File: config.mk
export PLATFORM = sky130hd
export DESIGN_NAME = demux1to2_reg
export DESIGN_NICKNAME = d
export VERILOG_FILES = /design/src/rtl/demux1to2_reg.sv
export SDC_FILE = /design/constraint.sdc
export NUM_CORES = 1
export LEC_CHECK = 0
export ABC_AREA = 0
export CAP_MARGIN = 25
export CORE_ASPECT_RATIO = 1.4
export CORE_MARGIN = 2
export CORE_UTILIZATION = 35
export CTS_BUF_LIST = sky130_fd_sc_hd__clkbuf_8
export DETAILED_ROUTE_END_ITERATION = 10
export PLACE_DENSITY = 0.67
export SLEW_MARGIN = 20
export SYNTH_ARGS = -nofsm -noshare
export SYNTH_HDL_FRONTEND = slang
export SYNTH_SLANG_ARGS = --single-unit
File: constraint.sdc
create_clock -name clk -period 1.9 [get_ports clk]
set_input_delay 0.285 -clock clk [delete_from_list [all_inputs] [get_ports clk]]
set_output_delay 0.285 -clock clk [all_outputs]
set_load 0.01 [all_outputs]
File: src/rtl/demux1to2_reg.sv
// Registered 1-to-2 demultiplexer with a one-entry output register per channel.
// Optional per-channel delivery counters are enabled by defining DEMUX_CNT_EN.
module demux1to2_reg #(
    parameter int DWIDTH = 32,
    parameter int CWIDTH = 16
) (
    input  logic              clk,
    input  logic              rst_n,
    input  logic              in_valid,
    output logic              in_ready,
    input  logic [DWIDTH-1:0] in_data,
    input  logic              in_sel,
    output logic              a_valid,
    input  logic              a_ready,
    output logic [DWIDTH-1:0] a_data,
    output logic              b_valid,
    input  logic              b_ready,
    output logic [DWIDTH-1:0] b_data
`ifdef DEMUX_CNT_EN
    ,
    output logic [CWIDTH-1:0] a_count,
    output logic [CWIDTH-1:0] b_count
`endif
);

    typedef enum logic {
        EMPTY = 1'b0,
        FULL  = 1'b1
    } chan_state_t;

    chan_state_t       r_a_state;
    chan_state_t       r_b_state;
    chan_state_t       w_a_state_nxt;
    chan_state_t       w_b_state_nxt;
    logic [DWIDTH-1:0] r_a_data;
    logic [DWIDTH-1:0] r_b_data;
    logic              w_a_room;
    logic              w_b_room;
    logic              w_in_xfer;
    logic              w_a_load;
    logic              w_b_load;
    logic              w_a_out;
    logic              w_b_out;

    // Acceptance looks only at the selected channel; held low during reset.
    assign w_a_room  = (r_a_state == EMPTY) | a_ready;
    assign w_b_room  = (r_b_state == EMPTY) | b_ready;
    assign in_ready  = rst_n & (in_sel ? w_b_room : w_a_room);
    assign w_in_xfer = in_valid & in_ready;
    assign w_a_load  = w_in_xfer & ~in_sel;
    assign w_b_load  = w_in_xfer & in_sel;
    assign w_a_out   = (r_a_state == FULL) & a_ready;
    assign w_b_out   = (r_b_state == FULL) & b_ready;

    assign a_valid = (r_a_state == FULL);
    assign b_valid = (r_b_state == FULL);
    assign a_data  = r_a_data;
    assign b_data  = r_b_data;

    // Channel A next-state: a routed load always leaves the channel full.
    always_comb begin
        w_a_state_nxt = r_a_state;
        case (r_a_state)
            EMPTY: begin
                if (w_a_load) w_a_state_nxt = FULL;
                else          w_a_state_nxt = EMPTY;
            end
            FULL: begin
                if (w_a_out && !w_a_load) w_a_state_nxt = EMPTY;
                else                      w_a_state_nxt = FULL;
            end
            default: w_a_state_nxt = EMPTY;
        endcase
    end

    // Channel B next-state, mirror of channel A.
    always_comb begin
        w_b_state_nxt = r_b_state;
        case (r_b_state)
            EMPTY: begin
                if (w_b_load) w_b_state_nxt = FULL;
                else          w_b_state_nxt = EMPTY;
            end
            FULL: begin
                if (w_b_out && !w_b_load) w_b_state_nxt = EMPTY;
                else                      w_b_state_nxt = FULL;
            end
            default: w_b_state_nxt = EMPTY;
        endcase
    end

    // Channel state and data registers; data holds its last value when idle.
    always_ff @(posedge clk or negedge rst_n) begin
        if (!rst_n) begin
            r_a_state <= EMPTY;
            r_b_state <= EMPTY;
            r_a_data  <= {DWIDTH{1'b0}};
            r_b_data  <= {DWIDTH{1'b0}};
        end else begin
            r_a_state <= w_a_state_nxt;
            r_b_state <= w_b_state_nxt;
            if (w_a_load) r_a_data <= in_data;
            else          r_a_data <= r_a_data;
            if (w_b_load) r_b_data <= in_data;
            else          r_b_data <= r_b_data;
        end
    end

`ifdef DEMUX_CNT_EN
    logic [CWIDTH-1:0] r_a_count;
    logic [CWIDTH-1:0] r_b_count;

    assign a_count = r_a_count;
    assign b_count = r_b_count;

    // Delivery counters, wrapping naturally at 2^CWIDTH.
    always_ff @(posedge clk or negedge rst_n) begin
        if (!rst_n) begin
            r_a_count <= {CWIDTH{1'b0}};
            r_b_count <= {CWIDTH{1'b0}};
        end else begin
            if (w_a_out) r_a_count <= r_a_count + CWIDTH'(1'b1);
            else         r_a_count <= r_a_count;
            if (w_b_out) r_b_count <= r_b_count + CWIDTH'(1'b1);
            else         r_b_count <= r_b_count;
        end
    end
`endif

endmodule

==> summary.md, run 1 <==
| Metric | Value |
|---|---|
| Leak pwr | `between 1.5 and 2 nW` |
| Clock Skew | `0.00843 ns` |
| Multiplexer share of the synthesized area | `0.313` |
| Setup slack, reg-to-reg | `0.40 ns` |
| Cells after Synth | `~150` |
| Core area | `7360 µm²` |
| Fill count | `609` |
| VDD IR max | `between 0.5 and 0.6 mV` |
| IO Port Bufs | `~100` |
| Number of max-cap violations | `0` |
| RR Startpoint | `a_valid$_DFF_PN0_` |
| Number of global-route vias before repair | `1722` |
| Xor/xnor cell area share of the yosys netlist | `0` |
| # IOs | `about 110` |
| Post-Syn Area per Cell | `18.1 µm²` |
| Final period utilization | `0.980` |
| 1st-iter DRT viols | `28` |
| Synthesized cell area | `between 2000 and 3000 µm²` |
| Average via count per standard cell | `4.46` |
| Chip Height | `~110 µm` |
| Fin. Hold Viols | `0` |
| Initial Utilization | `0.362` |
| Worst relative slew slack | `0.521` |
| Largest family of logic cells by synthesized area | `multiplexers` |
| Largest net degree at the start of global routing | `59` |
| Critical Path AT | `approximately 1.6 ns` |
| Cts bufs inserted | `9` |
| Antenna fix cells | `0` |
| Post-synthesis adder-cell area fraction | `0` |
| Clock Latency Late Sink | `0.33 ns` |
| Post-CTS Setup Bufs | `0` |
| Final Max Tran Viols | `0` |
| Wire per inst | `between 15 and 20 µm` |
| DR pass1 iterations | `2` |
| Sequential element share of the synthesized area | `0.620` |
| Req. time, crit path | `1.62 ns` |
| Max Clk Rate | `between 500 and 600 MHz` |
| DP Wirelength | `roughly 3.9 mm` |
| P per Cell Area | `1050 nW/µm²` |
| Crit Reg-Reg Endpoint | `a_data[10]$_DFFE_PN0P_` |
| Placer Congestion | `slightly below 0.7` |
| CTS tree | `built` |
| Syn_nets | `roughly 190` |
| First-pass GRT wire length | `~9.1 mm` |
| Hold Path Class | `in2async` |
| WS Path Type | `in2out` |
| Die area | `around 8300 µm²` |
| Fin Hold WS | `just under 0.2 ns` |
| Root Driver | `clkbuf_8` |
| Clock slew at reported path FFs | `approximately 0.070 ns` |
| Simple-gate share of the synthesized area | `0.0235` |
| Synth Area in Compound Gates | `0.00564` |
| Yosys warning total | `0` |
| CTS sink count | `66` |
| CTS HTree Levels | `3` |
| Vias | `between 1500 and 2000` |
| Grt ovf | `0` |
| Unrepaired setup endpoints after global routing | `no` |
| Outcome | `completed` |
| Netlist cell types | `15` |
| Largest fanout on the critical path | `3` |
| Rows | `37` |
| Drt drc | `0` |
| Maximum clock path buffer count | `2` |
| Critical path capture point type | `output port` |
| R2R depth | `4` |
| Initial antenna violation count | `0` |
| Net count, final | `approximately 300` |
| TNS Setup | `0 ns` |
| Flops & latches, synth | `66` |
| Global Route Usage Sum | `0.143` |
| Most frequent cells in the layout | `102 x clkdlybuf4s50_1, 66 x dfrtp_1, 32 x mux2_2, 30 x mux2_4, 12 x clkbuf_8` |
| Routed WL | `approximately 5.6 mm` |
| Min Tclk post-route | `roughly 1.9 ns` |
| Actual slew at the worst max-slew pin | `a little over 0.7 ns` |
| Area growth, synth to finish | `49.3%` |
| DIE WIDTH | `approximately 78 µm` |
| CP startpoint kind | `primary input` |
| Setup violators final | `0` |
| Share of cells above drive strength 1 | `0.322` |
| Commonest non-fill, non-tap cell in the layout | `clkdlybuf4s50_1` |
| ANT nets after route | `0` |
cell usage after synthesis:
cell      instances  area share
mux2_1            2      0.0085
o21ai_0           1      0.0019
nand2_1           2      0.0028
o211a_1           1      0.0038
nor3b_4           1      0.0070
buf_6             3       0.013
nand3_2           1      0.0038
mux2_2           32        0.14
nand3b_1          1      0.0028
nand2b_1          2      0.0047
mux2_4           30        0.17
buf_4             1      0.0028
nor2b_1           1      0.0024
dfrtp_1          66        0.62
buf_12            3       0.023
state kept, by name (all words and copies together) (netlist names):
register / flops
a_data: 32
b_data: 32
a_valid: 1
b_valid: 1
kinds of logic after synthesis:
family | count (synthesis)
DFF | 66
muxes | 64
and+or+nand+nor | 8
buffers and inverters | 7
AOI/OAI and AO/OA | 2
repair_timing:
item	4_1_cts	5_1_grt
hold buffers	1	0
hold endpoints to repair	8	0
setup endpoints to repair	1	0
resized for setup	1	0
critical path, cell delays in order:
cell	delay, ns
clkdlybuf4s50_1	0.45
nand2b_1	0.16
o211a_1	0.15
clkdlybuf4s50_1	0.52
metrics by stage:
step           cell area [µm²]  setup WS, ns  cells   util  power [mW]
3_5_place_dp              3790       -0.0380    346  0.515        3.18
6_report                  3980        0.0389    361  0.540        4.19
2_1_floorplan             2660         0.469    147      -        2.39
3_3_place_gp              3790       0.00897    346  0.515        3.16
5_1_grt                   3980       0.00363    361  0.540        4.41
4_1_cts                   3980        0.0345    361  0.540        4.25
layout make-up:
| class | instances | area, µm² | area share |
|---|---|---|---|
| Tap cell | 97 | 121 | 0.0305 |
| Timing Repair Buffer | 110 | 1110 | 0.278 |
| Multi-Input combinational cell | 74 | 918 | 0.231 |
| Clock inverter | 2 | 12.5 | 0.00315 |
| Clock buffer | 12 | 165 | 0.0415 |
| Sequential cell | 66 | 1650 | 0.415 |
worst max path at each step:
| stage | start | to | slack [ns] | cells past startpoint |
|---|---|---|---|---|
| floorplan | a_valid$_DFF_PN0_ | a_data[0]$_DFFE_PN0P_ | 0.47 | 4 |
| global placement | in_sel | in_ready | 0.009 | 4 |
| detailed placement | in_sel | b_data[3]$_DFFE_PN0P_ | -0.04 | 5 |
| CTS | a_ready | in_ready | 0.03 | 4 |
| global route | a_ready | in_ready | 0.004 | 4 |
| finish | a_ready | in_ready | 0.04 | 4 |
layer usage:
layer	track usage	wire (µm)	vias up
met5	0	0	-
met4	0.0765	110	0
met3	0.0286	226	9
met2	0.224	2810	57
met1	0.187	2480	804
li1	-	-	741
where the power goes:
| part | internal [mW] | total [mW] | switching [mW] |
|---|---|---|---|
| clock | 0.564 | 1.05 | 0.491 |
| combinational | 0.863 | 1.28 | 0.414 |
| sequential | 1.70 | 1.86 | 0.160 |
(Power assumes the default switching activity.)
==> inputs of run 2 (changes only) <==
--- a/config.mk
+++ b/config.mk
@@ -13,6 +13,7 @@
 export CTS_BUF_LIST = sky130_fd_sc_hd__clkbuf_8
 export DETAILED_ROUTE_END_ITERATION = 10
 export PLACE_DENSITY = 0.67
+export SKIP_LAST_GASP = 1
 export SLEW_MARGIN = 20
 export SYNTH_ARGS = -nofsm -noshare
 export SYNTH_HDL_FRONTEND = slang
==> results of run 2 <==
The final DEF is identical to that of run 1; final timing and power are the same.
==> inputs of run 3 (changes only) <==
==> constraint.sdc (replaced) <==
create_clock -name clk -period 2.1 [get_ports clk]
set_input_delay 0.315 -clock clk [delete_from_list [all_inputs] [get_ports clk]]
set_output_delay 0.315 -clock clk [all_outputs]
set_load 0.01 [all_outputs]
==> run 3 against run 2 <==
Against the previous run: via count about the same; worst hold slack improved by 0.19 ns; sequential share of layout area decreased by 0.17 points; routed wire length is 1.8% lower; final area rose by 0.41%; clock power barely moved; die area did not move; sequential power is 10% lower; register-to-register slack improved by 0.20 ns; sequential cell count is the same; first-iteration DRC count up 82%; largest power group unchanged.
==> summary.md, run 3 (synthesized netlist as in run 1, its figures left out) <==
| Metric | Value |
|---|---|
| Die area | `8330 µm² (unchanged)` |
| Final period utilization | `0.964` |
| Int Power | `2.88 mW (-7.8%)` |
| Clock Latency Late Sink | `0.33 ns (about the same)` |
| Worst relative slew slack | `0.457 (-0.0646)` |
| Vias | `1612 (+0.062%)` |
| DP Wirelength | `3.77 mm (-2.9%)` |
| First-pass GRT wire length | `8.72 mm (-3.7%)` |
| Reg power frac | `0.435 (-0.009)` |
| DIE WIDTH | `77.7 µm (unchanged)` |
| Critical path capture point type | `output port` |
| Top sig layer | `met4` |
| Cts bufs inserted | `9 (unchanged)` |
| Switching Fraction | `0.252 (-0.00207)` |
| Placer Congestion | `0.715 (+4.5%)` |
| # IOs | `105 (unchanged)` |
| Unrepaired setup endpoints after global routing | `no` |
| Initial antenna violation count | `0 (unchanged)` |
| Commonest non-fill, non-tap cell in the layout | `clkdlybuf4s50_1` |
| DR pass1 iterations | `2 (unchanged)` |
| Core area | `7360 µm² (unchanged)` |
| WS Path Type | `in2out` |
| RR Startpoint | `a_valid$_DFF_PN0_` |
| Clock power frac | `0.264 (+0.012)` |
| VDD IR max | `0.377 mV (-29%)` |
| 1st-iter DRT viols | `51 (+82%)` |
| ANT nets after route | `0 (unchanged)` |
| Wire length on met3 | `289 µm (+28%)` |
| Clock slew at reported path FFs | `0.06 ns (about the same)` |
| Routed WL | `5.53 mm (-1.8%)` |
| Clock Skew | `0.00990 ns (+0.00147 ns)` |
| Largest fanout on the critical path | `5 (+2)` |
| Maximum clock path buffer count | `2 (unchanged)` |
| Non-filler cells, final | `361 (unchanged)` |
| CTS HTree Levels | `3 (unchanged)` |
| Hold Path Class | `in2async` |
| Drt drc | `0 (unchanged)` |
| WL met2 | `2.70 mm (-4.2%)` |
| Average via count per standard cell | `4.47 (about the same)` |
| DRT met1 WL | `2.39 mm (-3.5%)` |
| Most frequent cells in the layout | `103 x clkdlybuf4s50_1, 66 x dfrtp_1, 32 x mux2_2, 30 x mux2_4, 10 x clkbuf_8` |
| CP startpoint kind | `primary input` |
| Final Max Tran Viols | `0 (unchanged)` |
| Rows | `37 (unchanged)` |
| Cells after DPL | `345 (-0.29%)` |
| Outcome | `completed` |
| Global Route Usage Sum | `0.138 (-0.00485)` |
| Req. time, crit path | `1.78 ns (+0.16 ns)` |
| Comb power frac | `0.301 (-0.004)` |
| TNS Setup | `0 ns (unchanged)` |
| Area growth, synth to finish | `49.9%` |
| CTS tree | `built` |
| Actual slew at the worst max-slew pin | `0.815 ns (+0.0968 ns)` |
| Largest net degree at the start of global routing | `66 (+12%)` |
| Fin. Hold Viols | `0 (unchanged)` |
| Number of global-route vias before repair | `1685 (-2.1%)` |
| Psw | `0.971 mW (-8.8%)` |
| IO Port Bufs | `104 (unchanged)` |
| Antenna fix cells | `0 (unchanged)` |
| Chip Height | `107 µm (unchanged)` |
| Root Driver | `clkbuf_8` |
| Critical Path AT | `1.71 ns (+0.13 ns)` |
| CTS sink count | `66 (unchanged)` |
| Max Clk Rate | `around 490 MHz` |
| Min Tclk post-route | `around 2.0 ns` |
| Initial Utilization | `0.362 (unchanged)` |
| P per Cell Area | `965 nW/µm² (-8.5%)` |
| Crit path launch | `rst_n` |
| Share of cells above drive strength 1 | `0.314 (-0.00758)` |
| Grt ovf | `0 (unchanged)` |
| Setup violators final | `0 (unchanged)` |
| Net count, final | `298 (-0.33%)` |
| Leak pwr | `1.71 nW (+0.71%)` |
| Number of max-cap violations | `0 (unchanged)` |
| Wire per inst | `15.3 µm (-1.8%)` |
| Post-CTS Setup Bufs | `0 (unchanged)` |
==> run 3: worst paths after layout <==
check / cells after the start / slack [ns] / endpoint
max: 4 / 0.08 / in_ready
min: 2 / 0.39 / a_data[16]$_DFFE_PN0P_
max reg2reg: 4 / 0.60 / a_data[4]$_DFFE_PN0P_
min reg2reg: 1 / 0.49 / a_data[30]$_DFFE_PN0P_
max in group asynchronous: 3 / 0.73 / a_data[1]$_DFFE_PN0P_
min in group clk: 1 / 0.49 / a_data[30]$_DFFE_PN0P_
==> run 3: final cells by class <==
class / instances / area [µm²]
Tap cell: 97 / 121
Sequential cell: 66 / 1650
Clock inverter: 5 / 47.5
Clock buffer: 10 / 138
Timing Repair Buffer: 109 / 1120
Fill cell: 620 / 3370
Multi-Input combinational cell: 74 / 918
==> run 3: layer usage <==
layer,track usage,up-vias
met5,0,-
met4,0.0880,0
met3,0.0345,11
met2,0.208,62
met1,0.177,800
li1,-,739
==> run 3: power groups by stage <==
stage | Combinational, mW | Sequential, mW | Clock, mW
final | 1.16 | 1.67 | 1.02
after global routing | 1.23 | 1.71 | 1.11
after CTS | 1.18 | 1.68 | 1.06
after detailed placement | 1.18 | 1.70 | 0
after global placement | 1.16 | 1.70 | 0
after floorplan | 0.349 | 1.82 | 0
==> run 3: critical path, stage by stage <==
cell and delay, ns:
dlygate4sd3_1 0.57, buf_4 0.16, o211a_1 0.14, clkdlybuf4s50_1 0.53
==> run 3: metrics by stage <==
step | power [mW] | setup slack, ns | hold slack, ns | area, µm² | util
after floorplan | 2.17 | 0.669 | 0.0194 | 2660 | -
after global placement | 2.86 | 0.157 | 0.132 | 3790 | 0.516
after detailed placement | 2.87 | 0.127 | 0.130 | 3790 | 0.516
after CTS | 3.92 | 0.0337 | 0.372 | 3990 | 0.542
after global routing | 4.05 | 0.0183 | 0.394 | 3990 | 0.542
final | 3.85 | 0.0757 | 0.390 | 3990 | 0.542
==> run 3: repair_timing <==
action	CTS	global route
endpoints found under the setup margin	0	1
resized for setup	0	1
endpoints found under the hold margin	1	0
hold buffers	1	0
